===== src/rtl/kbd_pkg.sv =====
// Shared keypad definitions: key code width, "no key" marker, debounce states and helpers.
package kbd_pkg;

    localparam logic [2:0]  KEY_NONE = 3'b100;
    localparam int unsigned KEY_W    = 4;

    typedef logic [1:0] dbnc_state_t;

    localparam dbnc_state_t IDLE = 2'd0;
    localparam dbnc_state_t CAND = 2'd1;
    localparam dbnc_state_t HELD = 2'd2;
    localparam dbnc_state_t REL  = 2'd3;

    function automatic logic [KEY_W-1:0] key_code(input logic [1:0] row, input logic [1:0] col);
        return {row, col};
    endfunction

    // Bit 2 set on either coordinate means the scanner saw no key.
    function automatic logic sample_valid(input logic [2:0] row, input logic [2:0] col);
        return !row[2] && !col[2];
    endfunction

endpackage


===== src/rtl/key_event_ctrl_if.sv =====
// Key-event valid/ready handshake between the debouncer queue and the game FSM.
interface key_event_ctrl_if;
    import kbd_pkg::*;

    logic             evt_valid;
    logic [KEY_W-1:0] evt_key;
    logic             evt_ready;

    modport master (output evt_valid, output evt_key, input evt_ready);
    modport slave  (input evt_valid, input evt_key, output evt_ready);

endinterface


===== src/rtl/key_fifo.sv =====
// Small synchronous FIFO of key codes with a combinational head and a flush input.
module key_fifo
    import kbd_pkg::*;
#(
    parameter int unsigned DEPTH = 4
) (
    input  logic             clk_500k,
    input  logic             rst,
    input  logic             push,
    input  logic             pop,
    input  logic             flush,
    input  logic [KEY_W-1:0] wdata,
    output logic [KEY_W-1:0] head,
    output logic             full,
    output logic             empty
);

    localparam int unsigned AW = $clog2(DEPTH);
    localparam int unsigned PW = AW + 1;

    logic [PW-1:0]    wr_q, rd_q;
    logic [KEY_W-1:0] mem_q [DEPTH];

    // Extra pointer MSB distinguishes full from empty when the index bits match.
    assign full  = (wr_q[AW] != rd_q[AW]) && (wr_q[AW-1:0] == rd_q[AW-1:0]);
    assign empty = (wr_q == rd_q);
    assign head  = mem_q[rd_q[AW-1:0]];

    always_ff @(posedge clk_500k or posedge rst) begin
        if (rst) begin
            wr_q <= '0;
            rd_q <= '0;
        end else if (flush) begin
            wr_q <= '0;
            rd_q <= '0;
        end else begin
            if (push) wr_q <= wr_q + PW'(1);
            if (pop)  rd_q <= rd_q + PW'(1);
        end
    end

    always_ff @(posedge clk_500k) begin
        if (push && !flush) mem_q[wr_q[AW-1:0]] <= wdata;
    end

endmodule


===== src/rtl/key_event_ctrl.sv =====
// Debounces scanner coordinates into one-shot key-press events queued for the game FSM.
module key_event_ctrl
    import kbd_pkg::*;
#(
    parameter int unsigned DEBOUNCE   = 2500,
    parameter int unsigned FIFO_DEPTH = 4
) (
    input  logic             clk_500k,
    input  logic             rst,
    input  logic             enable,
    input  logic [2:0]       row_location,
    input  logic [2:0]       col_location,
    key_event_ctrl_if.master evt,
    output logic             key_held,
    output logic [KEY_W-1:0] held_key,
    output logic             overflow
);

    localparam logic [11:0] CNT_LAST = 12'(DEBOUNCE - 1);

    dbnc_state_t      state_q, state_d;
    logic [11:0]      cnt_q, cnt_d;
    logic [KEY_W-1:0] cand_q, cand_d;
    logic [KEY_W-1:0] held_q, held_d;
    logic             press;

    logic             samp_valid;
    logic [KEY_W-1:0] samp_key;
    logic             samp_match;

    logic             fifo_full, fifo_empty, fifo_push, fifo_pop;
    logic [KEY_W-1:0] fifo_head;

    assign samp_valid = sample_valid(row_location, col_location);
    assign samp_key   = key_code(row_location[1:0], col_location[1:0]);
    assign samp_match = samp_valid && (samp_key == held_q);

    always_comb begin
        state_d = state_q;
        cnt_d   = cnt_q;
        cand_d  = cand_q;
        held_d  = held_q;
        press   = 1'b0;
        case (state_q)
            IDLE: begin
                if (samp_valid) begin
                    state_d = CAND;
                    cand_d  = samp_key;
                    cnt_d   = 12'd1;
                end
            end
            CAND: begin
                if (!samp_valid) begin
                    state_d = IDLE;
                end else if (samp_key != cand_q) begin
                    cand_d = samp_key;
                    cnt_d  = 12'd1;
                end else if (cnt_q == CNT_LAST) begin
                    state_d = HELD;
                    held_d  = cand_q;
                    press   = 1'b1;
                end else begin
                    cnt_d = cnt_q + 12'd1;
                end
            end
            HELD: begin
                if (!samp_match) begin
                    state_d = REL;
                    cnt_d   = 12'd1;
                end
            end
            REL: begin
                // Any other key seen during release must re-debounce from IDLE.
                if (samp_match) begin
                    state_d = HELD;
                end else if (cnt_q == CNT_LAST) begin
                    state_d = IDLE;
                end else begin
                    cnt_d = cnt_q + 12'd1;
                end
            end
            default: state_d = IDLE;
        endcase
    end

    always_ff @(posedge clk_500k or posedge rst) begin
        if (rst) begin
            state_q <= IDLE;
            cnt_q   <= '0;
            cand_q  <= '0;
            held_q  <= '0;
        end else begin
            state_q <= state_d;
            cnt_q   <= cnt_d;
            cand_q  <= cand_d;
            held_q  <= held_d;
        end
    end

    assign key_held = (state_q == HELD) || (state_q == REL);
    assign held_key = key_held ? held_q : '0;

    assign fifo_pop  = evt.evt_valid && evt.evt_ready;
    assign fifo_push = press && enable && (!fifo_full || fifo_pop);

    key_fifo #(
        .DEPTH (FIFO_DEPTH)
    ) u_fifo (
        .clk_500k (clk_500k),
        .rst      (rst),
        .push     (fifo_push),
        .pop      (fifo_pop),
        .flush    (!enable),
        .wdata    (held_d),
        .head     (fifo_head),
        .full     (fifo_full),
        .empty    (fifo_empty)
    );

    assign evt.evt_valid = !fifo_empty;
    assign evt.evt_key   = fifo_empty ? '0 : fifo_head;

    always_ff @(posedge clk_500k or posedge rst) begin
        if (rst) begin
            overflow <= 1'b0;
        end else if (!enable) begin
            overflow <= 1'b0;
        end else if (press && fifo_full && !fifo_pop) begin
            overflow <= 1'b1;
        end
    end

endmodule


===== src/flat_wrapper.sv =====
// flat-port wrapper written by rule: the top's interface ports become plain ports
module key_event_ctrl_flat import kbd_pkg::*;
#(
    parameter int unsigned DEBOUNCE   = 2500,
    parameter int unsigned FIFO_DEPTH = 4
)
  (clk_500k, rst, enable, row_location, col_location, key_held, held_key, overflow, evt_evt_valid, evt_evt_key, evt_evt_ready);
  key_event_ctrl_if evt_i ();
  input  logic clk_500k;
  input  logic rst;
  input  logic enable;
  input  logic [2:0] row_location;
  input  logic [2:0] col_location;
  output logic key_held;
  output logic [KEY_W-1:0] held_key;
  output logic overflow;
  output wire logic [$bits(evt_i.evt_valid)-1:0] evt_evt_valid;
  output wire logic [$bits(evt_i.evt_key)-1:0] evt_evt_key;
  input wire logic [$bits(evt_i.evt_ready)-1:0] evt_evt_ready;
  assign evt_evt_valid = evt_i.evt_valid;
  assign evt_evt_key = evt_i.evt_key;
  assign evt_i.evt_ready = evt_evt_ready;
  key_event_ctrl #(.DEBOUNCE(DEBOUNCE), .FIFO_DEPTH(FIFO_DEPTH)) u_core (.clk_500k(clk_500k), .rst(rst), .enable(enable), .row_location(row_location), .col_location(col_location), .evt(evt_i), .key_held(key_held), .held_key(held_key), .overflow(overflow));
endmodule

===== config.mk =====
export PLATFORM = sky130hd
export DESIGN_NAME = key_event_ctrl_flat
export DESIGN_NICKNAME = d
export VERILOG_FILES = /design/src/rtl/kbd_pkg.sv /design/src/rtl/key_event_ctrl_if.sv /design/src/rtl/key_fifo.sv /design/src/rtl/key_event_ctrl.sv /design/src/flat_wrapper.sv
export SDC_FILE = /design/constraint.sdc
export NUM_CORES = 1
export LEC_CHECK = 0
export ABC_CLOCK_PERIOD_IN_PS = 2700
export CORE_UTILIZATION = 35
export CTS_CLUSTER_DIAMETER = 80
export DETAILED_ROUTE_END_ITERATION = 10
export PLACE_DENSITY_LB_ADDON = 0.08
export SYNTH_ARGS = -nofsm -noshare
export SYNTH_HDL_FRONTEND = slang
export SYNTH_SLANG_ARGS = --single-unit

===== constraint.sdc =====
create_clock -name clk_500k -period 2.7 [get_ports clk_500k]
set_input_delay 0.675 -clock clk_500k [delete_from_list [all_inputs] [get_ports clk_500k]]
set_output_delay 0.675 -clock clk_500k [all_outputs]
set_load 0.05 [all_outputs]

# After elaboration in Yosys (flattened, before gate mapping)
# Memory sizes are Yosys's and may differ from the RTL's.
# Cells that the tools add are included.
[totals] latchBits=0 inputBits=10 output_inout_bits=11 ram_bits=16 memories=1 rom_bits=0 register_bits=29 word_cells=89
[classes] n_shift=0 multipliers=0 reduce_logical=21 n_eq_ne=20 n_lt_le_gt_ge=0 n_div=0 n_mux=37 add_sub_neg=3 bitwise=0
[memory_table] name="u_core.u_fifo.mem_q" depth=4 word_bits=4 read_ports=1 rd_clocked_by_memory_dff=0 write_ports=1 line_no="key_fifo.sv:22" source="logic [KEY_W-1:0] mem_q [DEPTH];"
[ops] op="$mux W12" count=6
[ops] op="$pmux W12 S4" count=1
[ops] op="$mux W4" count=9
[ops] op="$mux W2" count=7
[ops] op="$add A12 B1 Y12 const B" count=1
[ops] op="$eq A12 B12 Y1 const B" count=1
[ops] op="$mux W3" count=4
[ops] op="$ne A2 B1 Y1 const B" count=6
[ops] op="$logic_and A1 B1 Y1" count=9
[ops] op="$mux W1" count=8
[ops] op="$pmux W2 S4" count=1
[ops] op="$pmux W4 S2" count=1
[ops] op="$reduce_and A4 Y1" count=2
[ops] op="$add A3 B1 Y3 const B" count=2
[ops] op="$ne A3 B3 Y1 const B" count=2
[ops] op="$logic_not A1 Y1" count=5
[ops] op="$reduce_and A5 Y1" count=1
[ops] op="$eq A2 B2 Y1 const B" count=2
[ops] op="$eq A4 B4 Y1" count=1
[ops] op="$ne A2 B2 Y1 const B" count=2
[ops] op="$ne A4 B4 Y1" count=1
[ops] op="$eq A3 B3 Y1" count=1
[ops] op="$ne A3 B1 Y1 const B" count=1
[ops] op="$eq A2 B1 Y1 const B" count=1
[ops] op="5 further kinds" count=6

# Depth between registers and ports, before layout
[logic_depth] word_depth=10 depth_mapped=6 mapped_depth_nobuf=6

# By module
# From an unflattened synthesis, not the netlist that was laid out.
[unflattened] hier_cells=194 hier_area_um2=2338.5
[modules_own_cells] module="key_event_ctrl" area_per_inst_um2=1365.1 seq_area_each_um2=575.6 n_inst=1 cells_per_inst=135
[modules_own_cells] module="key_fifo" area_per_inst_um2=973.4 seq_area_each_um2=630.6 n_inst=1 cells_per_inst=59

# Least setup slack after synthesis
# Ideal clock, no wire load.
[synth_timing] kind="reg-to-output" start="reg u_core.u_fifo.rd_q[0]" end="out evt_evt_key[0]" slack_ns=0.189 n_path_buf=1 arrival_ns=1.836 t_required_ns=2.025 stages_incl_launch_ff=5 cell_sequence="dfrtp_1 -> clkbuf_1 -> xnor2_1 -> nand3_1 -> and2_1"
[synth_via] elab_chain_len=2 word_cells_on_any_way=3 classes_between="1 x eq/ne; 1 x mux; 1 x memory"
[synth_rtl] element="start, declared" line_no="key_fifo.sv:21" source="logic [PW-1:0] wr_q, rd_q;"
[synth_rtl] element="start signal, assigned" line_no="key_fifo.sv:38" source="if (pop) rd_q <= rd_q + PW'(1);"
[synth_rtl] element="$mem_v2 Z4 W4 or $eq A3 B3 Y1 (tied branches)"
[synth_rtl] element="$mux W4 (*)" line_no="key_event_ctrl.sv:121" source="assign evt.evt_key = fifo_empty ? '0 : fifo_head;"
[synth_rtl] element="end, declared" line_no="flat_wrapper.sv:18" source="output wire logic [$bits(evt_i.evt_key)-1:0] evt_evt_key;"
# Mark *: on every way between the ends. The rest lies on a longest branch, timed or not.

# Final worst setup path
[layout_timing] start="reg u_core.cnt_q[1]" end="mem u_core.u_fifo.mem_q[2][0], data pin"
[layout_via] elab_chain_len=5
[layout_rtl] element="start, declared" line_no="key_event_ctrl.sv:22" source="logic [11:0] cnt_q, cnt_d;"
[layout_rtl] element="start signal, assigned" line_no="key_event_ctrl.sv:94" source="cnt_q <= cnt_d;"
[layout_rtl] element="$eq A12 B12 Y1" line_no="key_event_ctrl.sv:58" source="end else if (cnt_q == CNT_LAST) begin"
[layout_rtl] element="$mux W4" line_no="key_event_ctrl.sv:58"
[layout_rtl] element="$mux W4" line_no="key_event_ctrl.sv:55" source="end else if (samp_key != cand_q) begin"
[layout_rtl] element="$mux W4" line_no="key_event_ctrl.sv:53" source="if (!samp_valid) begin"
[layout_rtl] element="$mux W4" line_no="key_event_ctrl.sv:44" source="case (state_q)"
[layout_rtl] element="named net u_core.held_d[0]" line_no="key_event_ctrl.sv:24" source="logic [KEY_W-1:0] held_q, held_d;"
[layout_rtl] element="end, declared" line_no="key_fifo.sv:22"
# The timed path passes the listed nets, and every way through them passes these cells.

==> results_dict.tcl <==
set metrics [dict create \
    ys.flop_type "dfrtp_1" \
    ant_nets 0 \
    rsz0062_at_grt "no" \
    drc 0 \
    crit_slowest_cell "or4b_1" \
    cts_tree "yes" \
    grt_pass1_wl_um 8400 \
    final_cell_mix "dfrtp_1, nand2_1, buf_4" \
    area_delta_synth_final_pct 22.7 \
    hpwl_um 3670 \
    firstDrtPassIters 4 \
    hold_ws_ns 0.499 \
    antenna_found_initial 0 \
    grt_pass1_vias 1753 \
    p_per_area_nw_per_um2 508 \
    place_congestion 0.749 \
    fin_nets 257 \
    cp-start-kind "flip-flop" \
    grt_max_degree 30 \
    leakagePower_nw 1.12 \
    io_pins 21 \
    drive_above_1_share 0.186 \
    end_kind "flip-flop" \
    fmax_ghz 0.386 \
    hold_viol 0 \
    clk_path_buf_depth 2 \
    r2r_cells 5 \
    setup_violations 0 \
    peakVddDrop_mv 0.209 \
    yosysTopAreaCell "dfrtp_1" \
    hp-class "flip-flop to flip-flop" \
    vias 1634 \
    max_cap_viol_count 0 \
    syn_nets 220 \
    final_common_cell "dfrtp_1" \
    coreArea_sq_um 6350 \
    tns_ns 0 \
    relSlewSlack 0.669 \
    ys_seq_area_frac 0.526 \
    wire_per_inst_um 15.0 \
    netlist_instances 204 \
    clk_pin_slew_worst_paths_ns 0.09 \
    start_util 0.361 \
    yosys-top-cells-area "dfrtp_1, edfxtp_1, xnor2_1" \
    synth_top_area_share 0.316 \
    status "finished clean" \
    cp_data_required_time_ns 2.74 \
    reg2reg_slack_ns 0.11 \
    clockRootBuffer "clkbuf_8" \
    worst_pin_slew_ns 0.495 \
    avgViaCountPerCell 5.12 \
    crit_type "flip-flop to flip-flop" \
    postRouteWirelength_um 4780 \
    period_needed_ns 2.59 \
    arrival_ns 2.63 \
    dieArea_sq_um 6880 \
    ys_seq_elements 45 \
    clock_latency_ns 0.30 \
    nFillCells 604 \
    cts.sinks 45 \
    avgSynthCellArea_sq_um 11.2 \
    io_buffers 20 \
    path_cells "ha_2 > or4b_1 > or4_4 > nor3_4 > mux2_2" \
    ys_async_sr_fraction 0.644 \
    fin_crit_sh 0.959 \
    die_h_um 83.0 \
    synth_edf_count 16 \
    htreeDepth 2 \
    cts_hold_buf 0 \
    cpPeakStageDelay_ns 0.51 \
    grt_util_all_layers 0.154 \
    die_w_um 83.0 \
    num_antenna_cells 0 \
    cts-buffers-inserted 5 \
    yosys_warnings 0 \
    final_util 0.443 \
    drv_slew 0 \
    drt-initial-drc-count 82 \
    min_path_cells 1 \
    synthDistinctLibCells 46 \
    overflow 0 \
    crit_fanout 6 \
    synthesis.area_sq_um 2290 \
    rows 29 \
    skew_ns 0.00623 \
]
-- synth_stat cells (2+ instances only) --
master,instances
inv_1,8
mux2_2,4
o21bai_1,2
nor2b_1,2
and2_1,12
dfrtp_1,29
a22o_1,2
mux2i_1,5
nand2_1,25
o31ai_1,3
nor3_1,7
ha_1,6
xnor2_1,11
nand3_1,10
nand2b_1,4
or2_2,2
mux4_2,4
o21ai_0,5
nand4_1,4
a221o_1,2
or3_1,2
clkbuf_1,5
xor2_1,2
edfxtp_1,16
nor2_1,11
-- final timing paths --
check,start,endpoint
worst max-delay path,u_core.cnt_q[1],u_core.u_fifo.mem_q[2][0]
worst min-delay path,u_core.overflow,u_core.overflow
worst max register to register,u_core.cnt_q[1],u_core.u_fifo.mem_q[2][0]
worst min register to register,u_core.overflow,u_core.overflow
max in group asynchronous,rst,u_core.held_q[3]
min in group asynchronous,rst,u_core.cnt_q[3]
-- report_power, final --
group / switching, mW / total (mW) / internal [mW]
Clock: 0.242 / 0.614 / 0.373
Combinational: 0.0484 / 0.0916 / 0.0432
Sequential: 0.0113 / 0.724 / 0.712
-- state kept, by name, indices dropped and copies added (netlist names) --
register	flops
u_core.cand_q	4
u_core.cnt_q	12
u_core.held_q	4
u_core.overflow	1
u_core.state_q	2
u_core.u_fifo.mem_q	16
u_core.u_fifo.rd_q	3
u_core.u_fifo.wr_q	3
-- layer usage --
metal  GRT usage  share of wire  up-vias
met3      0.0388          0.031        4
met1       0.193           0.45      799
met2       0.260           0.51       29
met4      0.0517          0.013        0
li1            -              -      802
met5           0              0        -
-- kinds of logic after synthesis --
family	Yosys count	share of synthesized area
and+or+nand+nor	90	0.213
DFF	45	0.526
xor gates and xnor gates	13	0.0496
adders and majority gates	6	0.0327
AOI/OAI and AO/OA	23	0.0747
buffers and inverters	14	0.0229
muxes	13	0.0807
-- final cells by class --
class | count | area [sq um] | area share
sequential | 45 | 1210 | 0.428
timing repair buffer | 36 | 308 | 0.109
clock inverter | 3 | 68.8 | 0.0244
clock buffer | 5 | 68.8 | 0.0244
tap | 77 | 96.3 | 0.0342
multi-input combinational | 145 | 1040 | 0.368
inverter | 8 | 30.0 | 0.0107
-- stage by stage --
stage / worst slack, ns / cell area (sq um) / instances / power (mW)
floorplan: 0.189 / 2290 / 204 / 0.785
global placement: 0.0796 / 2660 / 309 / 0.827
detailed placement: 0.00704 / 2660 / 309 / 0.828
CTS: 0.126 / 2800 / 317 / 1.44
global route: 0.0123 / 2820 / 319 / 1.50
finish: 0.112 / 2820 / 319 / 1.43
-- critical path, delay by kind of cell (launching register included) --
| kind | cells | cell delay [ns] |
|---|---|---|
| AND/OR/NAND/NOR | 3 | 1.29 |
| adder cells (fa/ha/maj) | 1 | 0.23 |
| multiplexers | 1 | 0.42 |
| flip-flops | 1 | 0.40 |
-- repair_timing --
| item | in CTS | in global routing |
|---|---|---|
| setup buffers | 0 | 2 |
| setup endpoints to repair | 0 | 3 |
| gates resized for setup | 0 | 1 |
No activity file was read; power rests on OpenSTA's default activity.
